==> config.mk <==
export PLATFORM = sky130hd
export DESIGN_NAME = wieg_regelaar_flat
export DESIGN_NICKNAME = d
export VERILOG_FILES = /design/src/rtl/wieg_regelaar_if.sv /design/src/rtl/wieg_regelaar.sv /design/src/flat_wrapper.sv
export SDC_FILE = /design/constraint.sdc
export NUM_CORES = 1
export LEC_CHECK = 0
export ABC_AREA = 1
export CAP_MARGIN = 20
export CORE_MARGIN = 4
export CORE_UTILIZATION = 56
export CTS_CLUSTER_SIZE = 25
export DETAILED_ROUTE_END_ITERATION = 12
export PLACE_DENSITY = 0.78
export SLEW_MARGIN = 20
export SYNTH_ARGS = -nofsm -noshare
export SYNTH_HDL_FRONTEND = slang
export SYNTH_SLANG_ARGS = --single-unit
export TNS_END_PERCENT = 20
==> constraint.sdc <==
create_clock -name clk -period 1.6 [get_ports clk]
set_input_delay 0.16 -clock clk [delete_from_list [all_inputs] [get_ports clk]]
set_output_delay 0.16 -clock clk [all_outputs]
set_load 0.02 [all_outputs]
==> src/rtl/wieg_regelaar_if.sv <==
// wieg_regelaar_if -- signal bundle between the stress block, the rocking
// controller and the motor driver.
//   slow      : single-cycle slow tick enable
//   enable    : 1 = rock, 0 = stop
//   gedaald   : stress decreased since the previous measurement
//   gelijk    : stress unchanged
//   niveau    : current speed level, 0 = motor off
//   pwm       : registered motor PWM drive
//   richting  : search direction, 1 = up
//   actief    : controller is actively rocking
//   eval_puls : one-clk pulse on each evaluation
// Modport slave is the controller side, modport master the side that feeds it.
`timescale 1ns/1ps
interface wieg_regelaar_if #(
  parameter int LEVEL_W = 3
) ();
  logic               slow;
  logic               enable;
  logic               gedaald;
  logic               gelijk;
  logic [LEVEL_W-1:0] niveau;
  logic               pwm;
  logic               richting;
  logic               actief;
  logic               eval_puls;

  modport slave (
    input  slow, enable, gedaald, gelijk,
    output niveau, pwm, richting, actief, eval_puls
  );

  modport master (
    output slow, enable, gedaald, gelijk,
    input  niveau, pwm, richting, actief, eval_puls
  );
endinterface

==> src/rtl/wieg_regelaar.sv <==
// wieg_regelaar -- closed-loop cradle rocking controller.
// Hill-climbs over speed levels using the stress-trend flags: keeps stepping
// while stress drops, holds while it is stable, reverses when it rises.
// Drives the current level plus a glitch-free PWM motor signal.
// Ports:
//   clk   : system clock
//   reset : asynchronous, active-low reset
//   bus   : wieg_regelaar_if.slave (slow, enable, gedaald, gelijk in;
//           niveau, pwm, richting, actief, eval_puls out)
// Optional feature: define ROCK_RAMPDOWN_EN to ramp the level down to zero
// after CALM_EVALS consecutive calm evaluations (RAMP and DONE states).
`timescale 1ns/1ps
module wieg_regelaar #(
  parameter int LEVEL_W      = 3,
  parameter int MAX_LEVEL    = 7,
  parameter int START_LEVEL  = 3,
  parameter int SETTLE_TICKS = 32,
  parameter int EVAL_TICKS   = 16,
  parameter int PWM_W        = 8,
  parameter int CALM_EVALS   = 8
) (
  input logic         clk,
  input logic         reset,
  wieg_regelaar_if.slave bus
);

  localparam int CNT_MAX = (SETTLE_TICKS > EVAL_TICKS) ? SETTLE_TICKS : EVAL_TICKS;
  localparam int CNT_W   = $clog2(CNT_MAX + 1);

  localparam logic [CNT_W-1:0]   CNT_ZERO    = {CNT_W{1'b0}};
  localparam logic [CNT_W-1:0]   CNT_ONE     = CNT_W'(1);
  localparam logic [CNT_W-1:0]   SETTLE_LAST = CNT_W'(SETTLE_TICKS - 1);
  localparam logic [CNT_W-1:0]   EVAL_LAST   = CNT_W'(EVAL_TICKS - 1);
  localparam logic [LEVEL_W-1:0] LVL_ZERO    = {LEVEL_W{1'b0}};
  localparam logic [LEVEL_W-1:0] LVL_ONE     = LEVEL_W'(1);
  localparam logic [LEVEL_W-1:0] LVL_MAX     = LEVEL_W'(MAX_LEVEL);
  localparam logic [LEVEL_W-1:0] LVL_START   = LEVEL_W'(START_LEVEL);
  localparam logic [PWM_W-1:0]   PWM_ZERO    = {PWM_W{1'b0}};
  localparam logic [PWM_W-1:0]   PWM_ONE     = PWM_W'(1);
  localparam logic [PWM_W-1:0]   PWM_ONES    = {PWM_W{1'b1}};

`ifdef ROCK_RAMPDOWN_EN
  localparam int CALM_W = $clog2(CALM_EVALS + 1);
  localparam logic [CALM_W-1:0] CALM_ZERO = {CALM_W{1'b0}};
  localparam logic [CALM_W-1:0] CALM_ONE  = CALM_W'(1);
  localparam logic [CALM_W-1:0] CALM_LAST = CALM_W'(CALM_EVALS - 1);
`endif

  typedef enum logic [2:0] {
    ST_IDLE   = 3'd0,
    ST_SETTLE = 3'd1,
    ST_RUN    = 3'd2
`ifdef ROCK_RAMPDOWN_EN
    ,
    ST_RAMP   = 3'd3,
    ST_DONE   = 3'd4
`endif
  } state_t;

  state_t             state_r, state_s;
  logic [CNT_W-1:0]   tick_r, tick_s;
  logic [LEVEL_W-1:0] niveau_r, niveau_s;
  logic               richting_r, richting_s;
  logic               eval_r, eval_s;
  logic               actief_r, actief_s;
  logic [PWM_W-1:0]   pwm_cnt_r, duty_r, duty_s;
  logic               pwm_r;
`ifdef ROCK_RAMPDOWN_EN
  logic [CALM_W-1:0]  calm_r, calm_s;
`endif

  // Evaluation decode: a rise reverses the search before stepping.
  logic rise_s, stepping_s, step_dir_s, at_bound_s, tick_hit_s, ramp_go_s;
  assign rise_s     = ~bus.gedaald & ~bus.gelijk;
  assign stepping_s = bus.gedaald | rise_s;
  assign step_dir_s = rise_s ? ~richting_r : richting_r;
  assign at_bound_s = step_dir_s ? (niveau_r >= LVL_MAX) : (niveau_r <= LVL_ONE);
  assign tick_hit_s = bus.slow &&
                      (tick_r == ((state_r == ST_SETTLE) ? SETTLE_LAST : EVAL_LAST));
`ifdef ROCK_RAMPDOWN_EN
  assign ramp_go_s  = ~rise_s & (calm_r == CALM_LAST);
  assign actief_s   = (state_s == ST_SETTLE) || (state_s == ST_RUN) || (state_s == ST_RAMP);
`else
  assign ramp_go_s  = 1'b0;
  assign actief_s   = (state_s == ST_SETTLE) || (state_s == ST_RUN);
`endif

  // Next-state, level, direction and tick-counter decisions.
  always_comb begin
    state_s    = state_r;
    niveau_s   = niveau_r;
    richting_s = richting_r;
    eval_s     = 1'b0;
    tick_s     = bus.slow ? (tick_r + CNT_ONE) : tick_r;
`ifdef ROCK_RAMPDOWN_EN
    calm_s     = calm_r;
`endif
    if (!bus.enable) begin
      state_s  = ST_IDLE;
      niveau_s = LVL_ZERO;
      tick_s   = CNT_ZERO;
`ifdef ROCK_RAMPDOWN_EN
      calm_s   = CALM_ZERO;
`endif
    end else begin
      case (state_r)
        ST_IDLE: begin
          state_s    = ST_SETTLE;
          niveau_s   = LVL_START;
          richting_s = 1'b1;
          tick_s     = CNT_ZERO;
        end
        ST_SETTLE: begin
          if (tick_hit_s) begin
            state_s = ST_RUN;
            tick_s  = CNT_ZERO;
          end else begin
            state_s = ST_SETTLE;
          end
        end
        ST_RUN: begin
          if (tick_hit_s) begin
            eval_s = 1'b1;
            tick_s = CNT_ZERO;
            if (ramp_go_s) begin
`ifdef ROCK_RAMPDOWN_EN
              state_s = ST_RAMP;
              calm_s  = CALM_ZERO;
`else
              state_s = ST_RUN;
`endif
            end else if (stepping_s && !at_bound_s) begin
              niveau_s   = step_dir_s ? (niveau_r + LVL_ONE) : (niveau_r - LVL_ONE);
              richting_s = step_dir_s;
              state_s    = ST_SETTLE;
`ifdef ROCK_RAMPDOWN_EN
              calm_s     = CALM_ZERO;
`endif
            end else if (stepping_s) begin
              // Pinned at a bound: level stays, search turns around.
              richting_s = ~step_dir_s;
`ifdef ROCK_RAMPDOWN_EN
              calm_s     = rise_s ? CALM_ZERO : (calm_r + CALM_ONE);
`endif
            end else begin
              richting_s = richting_r;
`ifdef ROCK_RAMPDOWN_EN
              calm_s     = calm_r + CALM_ONE;
`endif
            end
          end else begin
            state_s = ST_RUN;
          end
        end
`ifdef ROCK_RAMPDOWN_EN
        ST_RAMP: begin
          if (tick_hit_s) begin
            eval_s = 1'b1;
            tick_s = CNT_ZERO;
            if (rise_s) begin
              state_s    = ST_SETTLE;
              niveau_s   = (niveau_r == LVL_ZERO) ? LVL_ONE : niveau_r;
              richting_s = 1'b1;
              calm_s     = CALM_ZERO;
            end else begin
              niveau_s = niveau_r - LVL_ONE;
              state_s  = (niveau_r == LVL_ONE) ? ST_DONE : ST_RAMP;
            end
          end else begin
            state_s = ST_RAMP;
          end
        end
        ST_DONE: begin
          state_s  = ST_DONE;
          niveau_s = LVL_ZERO;
          tick_s   = CNT_ZERO;
          calm_s   = CALM_ZERO;
        end
`endif
        default: begin
          state_s  = ST_IDLE;
          niveau_s = LVL_ZERO;
          tick_s   = CNT_ZERO;
        end
      endcase
    end
  end

  // Controller state and registered status outputs.
  always_ff @(posedge clk or negedge reset) begin
    if (!reset) begin
      state_r    <= ST_IDLE;
      tick_r     <= CNT_ZERO;
      niveau_r   <= LVL_ZERO;
      richting_r <= 1'b1;
      eval_r     <= 1'b0;
      actief_r   <= 1'b0;
`ifdef ROCK_RAMPDOWN_EN
      calm_r     <= CALM_ZERO;
`endif
    end else begin
      state_r    <= state_s;
      tick_r     <= tick_s;
      niveau_r   <= niveau_s;
      richting_r <= richting_s;
      eval_r     <= eval_s;
      actief_r   <= actief_s;
`ifdef ROCK_RAMPDOWN_EN
      calm_r     <= calm_s;
`endif
    end
  end

  assign duty_s = PWM_W'(niveau_r) << (PWM_W - LEVEL_W);

  // PWM: duty is picked up only at the counter wrap so a period is never cut
  // short; a zero level kills the output and the duty right away.
  always_ff @(posedge clk or negedge reset) begin
    if (!reset) begin
      pwm_cnt_r <= PWM_ZERO;
      duty_r    <= PWM_ZERO;
      pwm_r     <= 1'b0;
    end else begin
      pwm_cnt_r <= pwm_cnt_r + PWM_ONE;
      if (niveau_r == LVL_ZERO) begin
        duty_r <= PWM_ZERO;
      end else if (pwm_cnt_r == PWM_ONES) begin
        duty_r <= duty_s;
      end else begin
        duty_r <= duty_r;
      end
      pwm_r <= (niveau_r != LVL_ZERO) && (pwm_cnt_r < duty_r);
    end
  end

  assign bus.niveau    = niveau_r;
  assign bus.pwm       = pwm_r;
  assign bus.richting  = richting_r;
  assign bus.actief    = actief_r;
  assign bus.eval_puls = eval_r;

endmodule

==> src/flat_wrapper.sv <==
// flat-port wrapper written by rule: the top's interface ports become plain ports
module wieg_regelaar_flat 
#(
  parameter int LEVEL_W      = 3,
  parameter int MAX_LEVEL    = 7,
  parameter int START_LEVEL  = 3,
  parameter int SETTLE_TICKS = 32,
  parameter int EVAL_TICKS   = 16,
  parameter int PWM_W        = 8,
  parameter int CALM_EVALS   = 8
)
  (clk, reset, bus_slow, bus_enable, bus_gedaald, bus_gelijk, bus_niveau, bus_pwm, bus_richting, bus_actief, bus_eval_puls);
  wieg_regelaar_if #(.LEVEL_W(LEVEL_W)) bus_i ();
  input logic clk;
  input logic reset;
  input wire logic [$bits(bus_i.slow)-1:0] bus_slow;
  input wire logic [$bits(bus_i.enable)-1:0] bus_enable;
  input wire logic [$bits(bus_i.gedaald)-1:0] bus_gedaald;
  input wire logic [$bits(bus_i.gelijk)-1:0] bus_gelijk;
  output wire logic [$bits(bus_i.niveau)-1:0] bus_niveau;
  output wire logic [$bits(bus_i.pwm)-1:0] bus_pwm;
  output wire logic [$bits(bus_i.richting)-1:0] bus_richting;
  output wire logic [$bits(bus_i.actief)-1:0] bus_actief;
  output wire logic [$bits(bus_i.eval_puls)-1:0] bus_eval_puls;
  assign bus_i.slow = bus_slow;
  assign bus_i.enable = bus_enable;
  assign bus_i.gedaald = bus_gedaald;
  assign bus_i.gelijk = bus_gelijk;
  assign bus_niveau = bus_i.niveau;
  assign bus_pwm = bus_i.pwm;
  assign bus_richting = bus_i.richting;
  assign bus_actief = bus_i.actief;
  assign bus_eval_puls = bus_i.eval_puls;
  wieg_regelaar #(.LEVEL_W(LEVEL_W), .MAX_LEVEL(MAX_LEVEL), .START_LEVEL(START_LEVEL), .SETTLE_TICKS(SETTLE_TICKS), .EVAL_TICKS(EVAL_TICKS), .PWM_W(PWM_W), .CALM_EVALS(CALM_EVALS)) u_core (.clk(clk), .reset(reset), .bus(bus_i));
endmodule
Yosys cells after proc, flatten, opt, wreduce, memory -nomap -nowiden
Cells that the tools add are included.
Cells by class
  mux-type cells: 26
  shift-type cells: 0
  add/sub/neg operators: 4
  magnitude comparators: 3
  equal/unequal tests: 12
  div/mod/pow operators: 0
  reduce and logical (&&, ||, !) cells: 13
  $mul: 0
  bitwise operators: 6
Operators with widths (number)
  $mux W6: 4
  $mux W3: 7
  $pmux W3 S3: 2
  $mux W8: 2
  $add A8 B1 Y8 const B: 1
  $eq A8 B8 Y1 const B: 1
  $lt A8 B8 Y1: 1
  $mux W1: 8
  $add A6 B1 Y6 const B: 1
  $eq A3 B1 Y1 const B: 2
  $eq A3 B2 Y1 const B: 2
  $eq A6 B6 Y1: 1
  $logic_not A3 Y1: 2
  $ne A3 B2 Y1 const B: 2
  $mux W5: 1
  $ne A4 B3 Y1 const B: 1
  $not A1 Y1: 4
  $reduce_and A4 Y1: 1
  $reduce_bool A2 Y1: 2
  $add A3 B1 Y3 const B: 1
  $ge A3 B3 Y1 const B: 1
  $le A3 B1 Y1 const B: 1
  $logic_and A1 B1 Y1: 3
  $ne A3 B1 Y1 const B: 1
  12 further kinds: 12
Storage, ports and cells
  output and inout port bits: 7
  register bits after elaboration: 32
  logic and storage cells: 73
  memories: 0
  memory bits (writable): 0
  latch bits: 0
  bits in read-only memories: 0

Depth between registers and ports, before layout
  depth after elaboration: 12
  depth in mapped cells: 10

Least setup slack after synthesis
No wires, ideal clock.
  path type: register to register
  start: register u_core.niveau_r[0] (netlist: u_core.bus.niveau[0])
  end: register u_core.niveau_r[0] (netlist: u_core.bus.niveau[0])
  path buffers: 0
  cell stages (with the launch flop): 11
  arrival time: 1.448 ns
  path slack: 0.034 ns
  clock period less this slack: 1.566 ns
  data required time: 1.482 ns
  cells stage by stage: dfrtp_1 -> ha_1 -> ha_1 -> inv_1 -> nand2_1 -> nand3_1 -> nand3_1 -> nand2_1 -> nand2_2 -> nand2_1 -> nand2_1
On the way
  cells in the longest elaborated chain, start to end: 6
  elaborated cells on any way between the ends: 14
RTL lines
  from (decl): RTL line wieg_regelaar.sv:62  | logic [LEVEL_W-1:0] niveau_r, niveau_s;
  from (signal assigned): RTL line wieg_regelaar.sv:204  | niveau_r <= niveau_s;
  $sub A3 B1 Y3 (tied with other cells): RTL line wieg_regelaar.sv:133  | niveau_s = step_dir_s ? (niveau_r + LVL_ONE) : (niveau_r - LVL_ONE);
  $mux W3 / $mux W1 (equally long branches): RTL line wieg_regelaar.sv:133, wieg_regelaar.sv:77
  $mux W3 / $logic_not A1 Y1 (equally long branches): RTL line wieg_regelaar.sv:132  | end else if (stepping_s && !at_bound_s) begin
  $mux W3 / $logic_and A1 B1 Y1 (equally long branches): RTL line wieg_regelaar.sv:122, wieg_regelaar.sv:132
  $pmux W3 S3 / $ne A3 B2 Y1 (equally long branches)
  $mux W3 / $reduce_and A3 Y1 (equally long branches)
Several ways; a longest one is shown, not always the timed one. The select of a mux whose other input is x is not followed.
A chain may end at the register's enable or synchronous reset.

Worst setup path in the final report
  start: register u_core.niveau_r[0] (netlist: u_core.bus.niveau[0])
  end: register u_core.niveau_r[1] (netlist: u_core.bus.niveau[1])
Same word-level chain as after synthesis.

==> results.ini <==
[synthesis]
synth-edff-count = 0
synthMuxAreaShare_pct = 0
synth_top_cells_by_count = nand2_1, inv_1, dfrtp_1
synth-xor-area-share_pct = 4.01
synth_most_common_cell = nand2_1
ys_dominant_reg_cell = dfrtp_1
synth_top_area_cell = dfrtp_1
synth_area_leaders = dfrtp_1, nand2_1, nand3_1
syn_inst = 187
synth_area_um2 = 1530
synth_warnings = 0
synth_fp_nets = 202
synth_top_family_by_area = simple AND/OR/NAND/NOR gates
avgSynthCellArea_um2 = 8.18
yosysSeqAreaShare_pct = 44.3
synth-adder-area-share_pct = 7.36
synth_top_area_share_pct = 42.6
ys_ff_latch = 27
synthSimpleGateAreaFrac_pct = 28.4
synth_compound_area_share_pct = 8.84
synth-async-reset-ratio_pct = 100
post_synth_num_cell_types = 26

[clock_tree]
cts_max_level = 1
cts-root-buf = clkbuf_4
clockBufferDepth = 2
worstSkewPairLatency_ns = 0.32
cts_sinks = 27
cts_tree = yes
cts_inserted_buffers = 3
clk_pin_slew_ns = 0.14

[cells_and_area]
stdcell_area_um2 = 1770
area_growth_syn_to_layout_pct = 15.8
layout-drive-gt1-share_pct = 16.3
fillCellCount = 213
n_antenna_cell = 0
regArea_um2 = 679
multi_input_area_um2 = 767
final_nets = 224

[drt]
postRouteAntennaNets = 0
drt_first_pass_iters = 4
routed_wl_um = 2870
viasPerCell = 5.24
wl_per_cell_um = 12.1
vias = 1248
post-route-drc-count = 0
drt_iter0_markers = 40

[place]
placed_area_um2 = 1720
hpwl_um = 2190
gp_congestion = 0.860
io_buffers = 12

[setup_path]
cp-start-kind = flip-flop
cp_common_cell = nand2_2
max_stage_delay_ns = 0.46
cp_slowest_cell = dfrtp_2
path_cells = buf_4 > ha_1 > nand2_1 > nand2_2 > nand2_2 > nand3_2 > nand2_2 > nand2_2 > nand2_1 > nand2_1
critPathBufInv = 1
path_max_fanout = 5
critPathCaptureType = flip-flop
crit_arrival_ns = 1.78
crit_required_ns = 1.83
cp_top_family = simple AND/OR/NAND/NOR gates
path_class = reg -> reg

[timing]
hold_violations = 0
finalSetupTns_ns = 0
maxSlewViolCount = 0
skew_ns = 0.00259
finalSetupViolCount = 0
layout_worst_path_cycle_share_pct = 96.5
rsz0062_at_grt = true
period_needed_ns = 1.54
max_freq_mhz = 647

[die]
rows = 18
core_area_um2 = 2540
die_w_um = 60.3
die_y_um = 60.3
ios = 13
dieArea_um2 = 3630
initial_utilization_pct = 60.1

[run]
maxCapViolations = 0

[global_routing]
grt_pass1_wl_um = 4750
grt_pass1_vias = 1198
grt_usage_pct = 17.1
grt_max_degree = 28
grt_overflow = 0
antenna_found_initial = 0

[power]
ir_drop_mv = 0.445
p_leak_nw = 0.871
power.density_nw_per_um2 = 662
totalPowerFinal_w = 0.00117

[run_status]
status = completed

[worst_hold_path]
holdCritPathClass = in -> async

[path summary, 6_finish.rpt]
path                       cells past startpoint                   end                  from  slack, ns
setup / recovery                              10  u_core.bus.niveau[1]  u_core.bus.niveau[0]       0.06
hold / removal                                 2   u_core.pwm_cnt_r[3]                 reset       0.19
setup reg to reg                              10  u_core.bus.niveau[1]  u_core.bus.niveau[0]       0.06
hold reg to reg                                1   u_core.pwm_cnt_r[0]   u_core.pwm_cnt_r[0]       0.47
max in group asynchronous                      2   u_core.bus.richting                 reset       1.12
min in group clk                               3     u_core.state_r[1]            bus_enable       0.41
[routing by layer]
metal,global-route usage [%],up-vias,wire length [µm]
met5,0,-,0
met4,4.75,0,29
met3,2.59,5,75
met2,31.0,17,1490
met1,20.6,578,1270
li1,-,648,-
[sequential cells by signal (all words and copies together), names as in the netlist]
signal,flops
u_core.bus.richting,1
u_core.tick_r,6
u_core.duty_r,3
u_core.state_r,3
u_core.pwm_cnt_r,8
u_core.bus.pwm,1
u_core.bus.niveau,3
u_core.bus.actief,1
u_core.bus.eval_puls,1
[worst reg2reg max path, cell delays in order (launching register included)]
cell     delay, ns
dfrtp_2       0.46
buf_4         0.15
ha_1          0.19
nand2_1       0.09
nand2_2       0.08
nand2_2       0.08
nand3_2       0.10
nand2_2       0.12
nand2_2       0.07
nand2_1       0.07
nand2_1       0.05
[cell type report]
type	instances	area share (%)
Multi-Input combinational cell	132	43.3
Timing Repair Buffer	17	8.69
Tap cell	30	2.12
Sequential cell	27	38.4
Inverter	28	5.94
Clock buffer	3	1.27
Clock inverter	1	0.283
[power breakdown]
group          internal (W)  switching, W  leakage (nW)
clock             0.0000937      0.000198        0.0177
combinational     0.0000670      0.000104         0.503
sequential         0.000697     0.0000124         0.350
[logic make-up (layout without fill, tap and decap cells)]
| kind of cell | after synthesis | in the layout |
|---|---|---|
| xor+xnor | 7 | 7 |
| buf+inv | 28 | 49 |
| flops | 27 | 27 |
| other cells | 1 | 1 |
| compound gates | 21 | 21 |
| simple gates | 94 | 94 |
| fa+ha+maj | 9 | 9 |
[per-stage QoR]
step	setup WS (ns)	hold slack, ns	utilization, %	std cells
global placement	0.0699	0.446	67.5	233
detailed placement	0.0178	0.451	67.5	233
global route	-0.0261	0.183	69.6	238
finish	0.0554	0.188	69.6	238
floorplan	0.0338	-0.136	-	187
CTS	0.00895	0.196	68.4	237
[cell usage in the layout (no fill, tap or decap), types with 2 or more instances in the layout]
| master | Yosys | routed |
|---|---|---|
| clkbuf_4 | 0 | 3 |
| xor2_1 | 4 | 4 |
| buf_4 | 0 | 5 |
| dfrtp_1 | 26 | 24 |
| dlygate4sd2_1 | 0 | 3 |
| o31ai_1 | 2 | 2 |
| nor2_1 | 16 | 16 |
| xnor2_1 | 3 | 3 |
| inv_1 | 27 | 26 |
| nand2_2 | 5 | 9 |
| a21oi_1 | 7 | 7 |
| nor3_1 | 2 | 2 |
| nand2_1 | 39 | 35 |
| o21ai_0 | 7 | 7 |
| ha_1 | 9 | 9 |
| nand3_2 | 0 | 2 |
| nand3_1 | 24 | 22 |
| nand4_1 | 2 | 2 |
| inv_2 | 1 | 2 |
| dfrtp_2 | 0 | 2 |
| clkdlybuf4s50_1 | 0 | 9 |
| nor2_2 | 3 | 3 |
[what timing repair did]
item                                    in CTS  in global routing
pin swaps                                    0                  2
gates resized for setup                      3                  9
setup buffers                                0                  1
hold buffers                                 0                  0
endpoints found under the setup margin       3                  6
(Power assumes the default switching activity.)
